## src/rtl/riscv_types.sv

```systemverilog
// Core-wide RISC-V execute types shared by the execute-stage units.
// alu_t encodes the ALU/M-extension operation; the bus carries writeback sideband.
package riscv_types;

  typedef enum logic [4:0] {
    ADD, SUB, SLL, SLT, SLTU, XOR, SRL, SRA, OR, AND,
    MUL, MULH, MULHSU, MULHU, DIV, DIVU, REM, REMU
  } alu_t;

  typedef struct packed {
    logic [31:0] pc;
    logic [4:0]  rd;
    logic        rf_we;
    logic [1:0]  wb_sel;
  } exe_p_mux_bus_type;

endpackage

```

## src/rtl/int_mul_pipe_prod.sv

```systemverilog
// Signed WxW -> 2W combinational multiplier core; kept standalone so a
// technology multiplier macro can be dropped in without touching the pipeline.
module int_mul_prod #(
  parameter int W = 33
) (
  input  logic signed [W-1:0]   a,
  input  logic signed [W-1:0]   b,
  output logic signed [2*W-1:0] prod
);

  assign prod = a * b;

endmodule

```

## src/rtl/int_mul_pipe.sv

```systemverilog
// RISC-V M-extension multiply unit: fixed-latency STAGES-deep pipeline with
// flush, enable-stall, occupancy and destination-register hazard reporting.
module int_mul_pipe
  import riscv_types::*;
#(
  parameter int XLEN   = 32,
  parameter int STAGES = 3
) (
  input  logic              clk,
  input  logic              reset_n,
  input  logic              en,
  input  logic              flush,
  input  logic              p_start,
  input  exe_p_mux_bus_type i_pipelined_signals,
  input  logic [XLEN-1:0]   rs1,
  input  logic [XLEN-1:0]   rs2,
  input  alu_t              alu_op,
  input  logic [4:0]        chk_rd,
  output exe_p_mux_bus_type o_pipelined_signals,
  output logic [4:0]        uu_rd,
  output logic              p_last,
  output logic [XLEN-1:0]   result,
  output logic              busy,
  output logic              rd_hit
);

  localparam int PW = 2*XLEN + 2;

  function automatic logic is_mul_op(input alu_t op);
    return op inside {MUL, MULH, MULHSU, MULHU};
  endfunction

  function automatic logic rs1_signed(input alu_t op);
    return op inside {MUL, MULH, MULHSU};
  endfunction

  function automatic logic rs2_signed(input alu_t op);
    return op inside {MUL, MULH};
  endfunction

  function automatic logic signed [XLEN:0] ext_operand(input logic [XLEN-1:0] x,
                                                       input logic sgn);
    return sgn ? {x[XLEN-1], x} : {1'b0, x};
  endfunction

  // Unsupported opcodes still flow down the pipe but retire a zero result.
  function automatic logic [XLEN-1:0] sel_result(input alu_t op,
                                                 input logic signed [PW-1:0] prod);
    if (!is_mul_op(op))
      return '0;
    if (op == MUL)
      return prod[XLEN-1:0];
    return prod[2*XLEN-1:XLEN];
  endfunction

  logic signed [XLEN:0] mul_a;
  logic signed [XLEN:0] mul_b;
  logic signed [PW-1:0] mul_prod;
  alu_t                 mul_op;
  logic [XLEN-1:0]      mul_res;
  logic                 adv;

  assign adv = en && !flush;

  int_mul_prod #(.W(XLEN+1)) u_prod (
    .a    (mul_a),
    .b    (mul_b),
    .prod (mul_prod)
  );

  assign mul_res = sel_result(mul_op, mul_prod);
  assign uu_rd   = o_pipelined_signals.rd;

  generate
    if (STAGES == 1) begin : g_single
      // Stage 1: multiply straight off the inputs into the output register
      assign mul_op = alu_op;
      assign mul_a  = ext_operand(rs1, rs1_signed(alu_op));
      assign mul_b  = ext_operand(rs2, rs2_signed(alu_op));

      always_ff @(posedge clk or negedge reset_n) begin
        if (!reset_n) begin
          p_last              <= 1'b0;
          result              <= '0;
          o_pipelined_signals <= '0;
        end else begin
          if (flush)
            p_last <= 1'b0;
          else if (en)
            p_last <= p_start;
          if (adv && p_start) begin
            result              <= mul_res;
            o_pipelined_signals <= i_pipelined_signals;
          end
        end
      end

      assign busy   = 1'b0;
      assign rd_hit = p_last && (chk_rd != '0) && (o_pipelined_signals.rd == chk_rd);

    end else begin : g_multi
      logic              vld_p1;
      logic [XLEN-1:0]   rs1_p1;
      logic [XLEN-1:0]   rs2_p1;
      alu_t              op_p1;
      exe_p_mux_bus_type sb_p1;

      logic              vld_pn [2:STAGES];
      logic [XLEN-1:0]   res_pn [2:STAGES];
      exe_p_mux_bus_type sb_pn  [2:STAGES];

      logic              busy_or;
      logic              any_hit;

      // Stage 1: operand, opcode and sideband capture
      always_ff @(posedge clk or negedge reset_n) begin
        if (!reset_n) begin
          vld_p1 <= 1'b0;
          rs1_p1 <= '0;
          rs2_p1 <= '0;
          op_p1  <= alu_t'(0);
          sb_p1  <= '0;
        end else begin
          if (flush)
            vld_p1 <= 1'b0;
          else if (en)
            vld_p1 <= p_start;
          if (adv && p_start) begin
            rs1_p1 <= rs1;
            rs2_p1 <= rs2;
            op_p1  <= alu_op;
            sb_p1  <= i_pipelined_signals;
          end
        end
      end

      assign mul_op = op_p1;
      assign mul_a  = ext_operand(rs1_p1, rs1_signed(op_p1));
      assign mul_b  = ext_operand(rs2_p1, rs2_signed(op_p1));

      // Stages 2..STAGES: product retiming chain; the last stage is the output
      always_ff @(posedge clk or negedge reset_n) begin
        if (!reset_n) begin
          for (int s = 2; s <= STAGES; s++) begin
            vld_pn[s] <= 1'b0;
            res_pn[s] <= '0;
            sb_pn[s]  <= '0;
          end
        end else begin
          if (flush) begin
            for (int s = 2; s <= STAGES; s++)
              vld_pn[s] <= 1'b0;
          end else if (en) begin
            vld_pn[2] <= vld_p1;
            for (int s = 3; s <= STAGES; s++)
              vld_pn[s] <= vld_pn[s-1];
          end
          if (adv && vld_p1) begin
            res_pn[2] <= mul_res;
            sb_pn[2]  <= sb_p1;
          end
          for (int s = 3; s <= STAGES; s++) begin
            if (adv && vld_pn[s-1]) begin
              res_pn[s] <= res_pn[s-1];
              sb_pn[s]  <= sb_pn[s-1];
            end
          end
        end
      end

      // busy ignores the output stage; the hazard check includes it.
      always_comb begin
        busy_or = vld_p1;
        for (int s = 2; s < STAGES; s++)
          busy_or = busy_or | vld_pn[s];
      end

      always_comb begin
        any_hit = vld_p1 && (sb_p1.rd == chk_rd);
        for (int s = 2; s <= STAGES; s++)
          any_hit = any_hit | (vld_pn[s] && (sb_pn[s].rd == chk_rd));
      end

      assign busy                = busy_or;
      assign rd_hit              = any_hit && (chk_rd != '0);
      assign p_last              = vld_pn[STAGES];
      assign result              = res_pn[STAGES];
      assign o_pipelined_signals = sb_pn[STAGES];
    end
  endgenerate

endmodule

```

## config.mk

```make
export PLATFORM = sky130hd
export DESIGN_NAME = int_mul_pipe
export DESIGN_NICKNAME = d
export VERILOG_FILES = /design/src/rtl/riscv_types.sv /design/src/rtl/int_mul_pipe_prod.sv /design/src/rtl/int_mul_pipe.sv
export SDC_FILE = /design/constraint.sdc
export NUM_CORES = 2
export LEC_CHECK = 0
export ABC_AREA = 1
export ABC_CLOCK_PERIOD_IN_PS = 12400
export CAP_MARGIN = 20
export CORE_ASPECT_RATIO = 0.7
export CORE_MARGIN = 3
export CORE_UTILIZATION = 55
export DETAILED_ROUTE_END_ITERATION = 12
export GPL_ROUTABILITY_DRIVEN = 0
export HOLD_SLACK_MARGIN = 0.08
export PLACE_DENSITY = 0.71
export SLEW_MARGIN = 0
export SYNTH_ARGS = -nofsm -noshare
export SYNTH_HDL_FRONTEND = slang
export SYNTH_SLANG_ARGS = --single-unit
export TNS_END_PERCENT = 50
```

## constraint.sdc

```tcl
create_clock -name clk -period 12.4 [get_ports clk]
set_input_delay 2.48 -clock clk [delete_from_list [all_inputs] [get_ports clk]]
set_output_delay 2.48 -clock clk [all_outputs]
set_load 0.01 [all_outputs]
```

# Word-level counts from Yosys, hierarchy flattened
# Index checks and enable logic that the tools add are counted.
# word_totals
regBits	256
out_inout_bits	80
# classes
eq_ne	7
n_reduce_logical	14
muxes	12
n_mul	1
bitwise	3
# ops
cell	count
32-bit two-way mux	4
33-bit two-way mux	2
33-bit by 33-bit multiplier with 64-bit output	1
5-bit by 4-bit equality test with 1-bit output, second input constant	4
5-bit equality test	3
1-bit logical AND	8
5-bit nonzero test	1
1-bit two-way mux	4
2-bit two-way mux	2
2-bit nonzero test	2
4-bit nonzero test	1
1-bit bitwise OR	3
3-bit nonzero test	1
1-bit zero test	1

# Longest topological paths before layout
# logic_depth
depth_word	7
depth_mapped	37

# Modules after synthesis
# A second synthesis with hierarchy kept.
# unflattened
cells_unflattened	6542
area_unflattened_um2	52651.7
# modules_own_cells
mod	area_each_um2	instances	cells_each
int_mul_prod	41743.8	1	5481
int_mul_pipe	10908.0	1	1061

# Least setup slack after synthesis
# OpenSTA, ideal clock, no wires.
# synth_path
path_type	register to register
start	reg g_multi.op_p1[1]
end	reg g_multi.res_pn[63] (netlist bit)
setup_slack_ns	4.501
period_less_slack_ns	7.899
path_stages_with_launch	34
path_buffers	1
arrival_ns	7.782
path_cell_list	dfrtp_1 inv_1 nor2_1 nand2_1 nand2_2 clkinv_1 clkbuf_1 nor2_1 fa_1 inv_1 fa_1 inv_1 fa_1 inv_1 fa_1 inv_1 fa_1 fa_1 fa_1 inv_1 fa_1 inv_1 ha_1 nand2_2 nor2_1 nand2_2 nor4_1 nand2_1 nand2_1 inv_1 nand2_1 nand3_1 nand2_1 nand2_1
# synth_between
elab_chain_len	6
elab_cells_between_ends	15
cone_classes	mul (1); eq/ne (4); mux (7); reduce/logical (3)
# synth_rtl
item	line	source
start: declaration	int_mul_pipe.sv:105	alu_t op_p1;
start signal: assignment	int_mul_pipe.sv:121	op_p1 <= alu_t'(0);
start signal: assignment	int_mul_pipe.sv:131	op_p1 <= alu_op;
5-bit by 4-bit equality test with 1-bit output, on equally long branches	--	
3-bit nonzero test / 2-bit nonzero test (equally long branches)	int_mul_pipe.sv:34, int_mul_pipe.sv:38	
33-bit two-way mux	int_mul_pipe.sv:43	return sgn ? {x[XLEN-1], x} : {1'b0, x};
33-bit by 33-bit multiplier with 64-bit output	int_mul_pipe_prod.sv:11	assign prod = a * b;
32-bit two-way mux	int_mul_pipe.sv:53	return prod[2*XLEN-1:XLEN];
32-bit two-way mux (*)	int_mul_pipe.sv:51	if (op == MUL)
end signal: indexed assignment	int_mul_pipe.sv:164	res_pn[s] <= res_pn[s-1];
end: declaration	int_mul_pipe.sv:109	logic [XLEN-1:0] res_pn [2:STAGES];
# Every way passes the cells marked *; elsewhere a longest branch is shown, timed or not. The select of a mux whose other input is x is not followed.
# A chain may end at the register's enable or synchronous reset.

# Worst setup path after layout
# layout_path
start	reg g_multi.op_p1[2]
end	reg g_multi.res_pn[62] (netlist bit)
# Same word-level chain as after synthesis.

==> summary.txt <==
Run status
  • Status: completed

Setup path
  • CP most frequent cell: inv_1
  • Crit path kind: reg2reg
  • Crit path DAT: slightly above 10 ns
  • Worst-path maximum fanout: 18
  • CP required: 12.94 ns
  • CP peak stage delay: between 0.7 and 0.8 ns
  • CP endpoint kind: flop
  • Critical Path Slowest Stage Cell: fa_1
  • R2R setup slack: between 2 and 3 ns
  • Startpoint types: flop

Route
  • DR pass1 iterations: 8
  • Routed vias: 38.5k
  • Post-Route WL: 136,000 µm
  • Remaining antenna violation count after routing: 0
  • Mean routed wirelength per cell: 18.9 µm
  • Vias per cell: about 5.3
  • Iteration-0 DRC Markers: 3,652
  • Drt drc: 0

Synth
  • Post-synthesis adder-cell area fraction: around half
  • Post-synth top area cell: fa_1
  • Syn_nets: between 7k and 8k
  • Synth Area in Simple Gates: 15.0%
  • FFs w/ async S/R, synth: 100%
  • Share of the synthesized area in the top cell type: between 40% and 50%
  • Syn avg cell area: ~8.4 µm²
  • Ys Warns: 0
  • Post-synthesis compound-gate area fraction: approximately 3.3%
  • Sequential share of the synthesized area: between 10% and 20%
  • Mapped Area: approximately 0.051 mm²
  • Cells after synthesis: between 6k and 7k
  • Top cells by instance count after synthesis: inv_1 (1,699), nand2_1 (1,494), fa_1 (1,125)
  • Most frequent cell after synthesis: inv_1
  • Distinct cells, synth: between 40 and 50
  • Post-synth EDFFs: 0
  • Yosys reg bits: about 260
  • Top post-synthesis cells by area: fa_1 (44%), dfrtp_1 (13%), inv_1 (13%)
  • Xor and xnor area share after synthesis: less than 1%
  • Largest family of logic cells by synthesized area: adder cells
  • Multiplexer share of the synthesized area: under 10%
  • Top FF cell, synth: dfrtp_1

Floorplanning
  • Core Area: 0.0906 mm²
  • Starting Density: 55.9%
  • Die area: roughly 0.096 mm²
  • Row cnt: around 90
  • Die width: between 300 and 400 µm
  • Io pins: approximately 200
  • Die Y: 260 µm

Clocking
  • Root Driver: clkbuf_16
  • # hold bufs at CTS: 0
  • Htree depth: 1
  • # resized after CTS: 0
  • Max Root-Sink Buffers: 3
  • Clock Sinks: around 260
  • Worst-skew pair later-pin latency: approximately 0.65 ns
  • CTS Buf Count: 29
  • Setup bufs post-CTS: 0
  • Clock Pin Slew Worst Setup and Hold Paths: around 0.080 ns
  • TritonCTS clock tree: done

STA
  • Setup WS post-layout: 2.85 ns
  • RSZ-0062 raised after global routing: false
  • Slew headroom: 30.4%
  • Clk_skew: 0.0522 ns
  • Actual slew at the worst max-slew pin: roughly 1.0 ns
  • Slew Viols, Final: 0
  • Final Critical Period: around 9.5 ns
  • Final setup TNS: 0 ns
  • Final setup fails: 0
  • Fmax: ~0.10 GHz
  • Period utilization: between 70% and 80%
  • Fin. Hold Viols: 0

Job
  • Max-cap violations: 0

Layout
  • Net count, final: ~7.4k
  • Layout area overhead: 6.62%
  • Final Util: approximately three fifths
  • Final std cells w/o fill: just over 7k
  • Diodes inserted: 0
  • Share of layout cells above drive strength 1: under 10%

Global routing
  • Met3 Use GR: under 10%
  • Vias in the first global route: just over 40k
  • Top Usage Layer GRT: met2
  • Grt met1 use: about 44%
  • Initial antenna violation count: 1
  • First-pass GRT wire length: around 220,000 µm
  • Largest net degree at the start of global routing: 129
  • Grt ovf: 0
  • GRT Overall Usage: 29.8%
  • Met2 usage: 45.0%

Placement
  • DP HPWL: 110,000 µm
  • Placed cells: 7,158
  • # port buffers: 198
  • DP Worst Slack: roughly 3 ns

Min path
  • Worst hold path type: reg2reg
-- area by class of cell --
class	count	area, µm²
clock buffer	35	778
clock inverter	19	218
fill	7960	36600
inverter	1702	6390
multi-input combinational	3714	36100
sequential	256	6410
tap	1222	1530
timing repair buffer	265	2510
-- critical path: cells and delay by family, from the launching register on --
kind,cells,cell delay [ns]
simple gates,14,2.12
fa+ha+maj,9,5.09
flops,1,0.42
buf+inv,10,1.84
-- metal layers --
metal,share of wire [%],vias up
met5,0.0095,-
met4,3.1,2
met3,11,255
met2,43,2047
met1,43,19300
li1,-,16900
-- state kept, by name, indices dropped and copies added (netlist names) --
signal	cells
g_multi.op_p1	5
g_multi.rs1_p1	32
g_multi.rs2_p1	32
g_multi.sb_p1	40
uu_rd	5
g_multi.vld_pn	1
g_multi.res_pn	32
p_last	1
g_multi.sb_pn	40
o_pipelined_signals	35
result	32
g_multi.vld_p1	1
-- stage by stage --
step                hold slack (ns)  cell area (µm²)
finish                        0.477            54000
global route                  0.500            54000
CTS                           0.484            53900
detailed placement            0.465            53000
global placement              0.462            53000
floorplan                     0.445            50600
-- path summary, 6_finish.rpt --
kind                                                start                        endpoint  depth (start not counted)
max in group asynchronous                         reset_n  g_multi.rs2_p1[19]$_DFFE_PN0P_                          2
min reg2reg                g_multi.res_pn[35]$_DFFE_PN0P_  g_multi.res_pn[35]$_DFFE_PN0P_                          2
min in group asynchronous                         reset_n            uu_rd[1]$_DFFE_PN0P_                          1
max                          g_multi.op_p1[2]$_DFFE_PN0P_  g_multi.res_pn[62]$_DFFE_PN0P_                         33
max reg2reg                  g_multi.op_p1[2]$_DFFE_PN0P_  g_multi.res_pn[62]$_DFFE_PN0P_                         33
min                        g_multi.res_pn[35]$_DFFE_PN0P_  g_multi.res_pn[35]$_DFFE_PN0P_                          2
-- cell families (layout without fill, tap and decap cells) --
kind of cell / count (synthesis) / in the layout
flip-flops: 256 / 256
AO/OA/AOI/OAI: 314 / 314
AND/OR/NAND/NOR: 1913 / 1913
multiplexers: 134 / 134
XOR/XNOR: 16 / 16
adder cells (fa/ha/maj): 1337 / 1337
buffers and inverters: 2082 / 2021
-- layout by cell type (no fill, tap or decap), types with 4 or more instances in the layout --
| cell type | synthesis | layout |
|---|---|---|
| inv_1 | 1699 | 1699 |
| nand2_1 | 1494 | 1494 |
| fa_1 | 1125 | 1125 |
| dfrtp_1 | 256 | 249 |
| nor2_1 | 212 | 212 |
| ha_1 | 212 | 212 |
| clkdlybuf4s50_1 | 0 | 197 |
| a21oi_1 | 153 | 153 |
| mux2_2 | 134 | 134 |
| o21ai_0 | 110 | 110 |
| nand3_1 | 107 | 104 |
| buf_4 | 78 | 66 |
| nand4_1 | 29 | 29 |
| clkbuf_16 | 0 | 29 |
| nor2_2 | 22 | 22 |
| o21ai_1 | 17 | 17 |
| nand2_2 | 14 | 14 |
| o21bai_1 | 14 | 14 |
| xnor2_1 | 9 | 9 |
| or2_2 | 8 | 8 |
| nor3_1 | 8 | 8 |
| xor2_1 | 7 | 7 |
| nand3_2 | 7 | 7 |
| dfrtp_2 | 0 | 7 |
| inv_6 | 0 | 5 |
| a21oi_2 | 4 | 4 |
| a21o_1 | 4 | 4 |
| clkinvlp_4 | 0 | 4 |
| inv_8 | 0 | 4 |
Power is not shown: default switching activity piles up to over one toggle a cycle in this logic, so the estimate is an artifact.
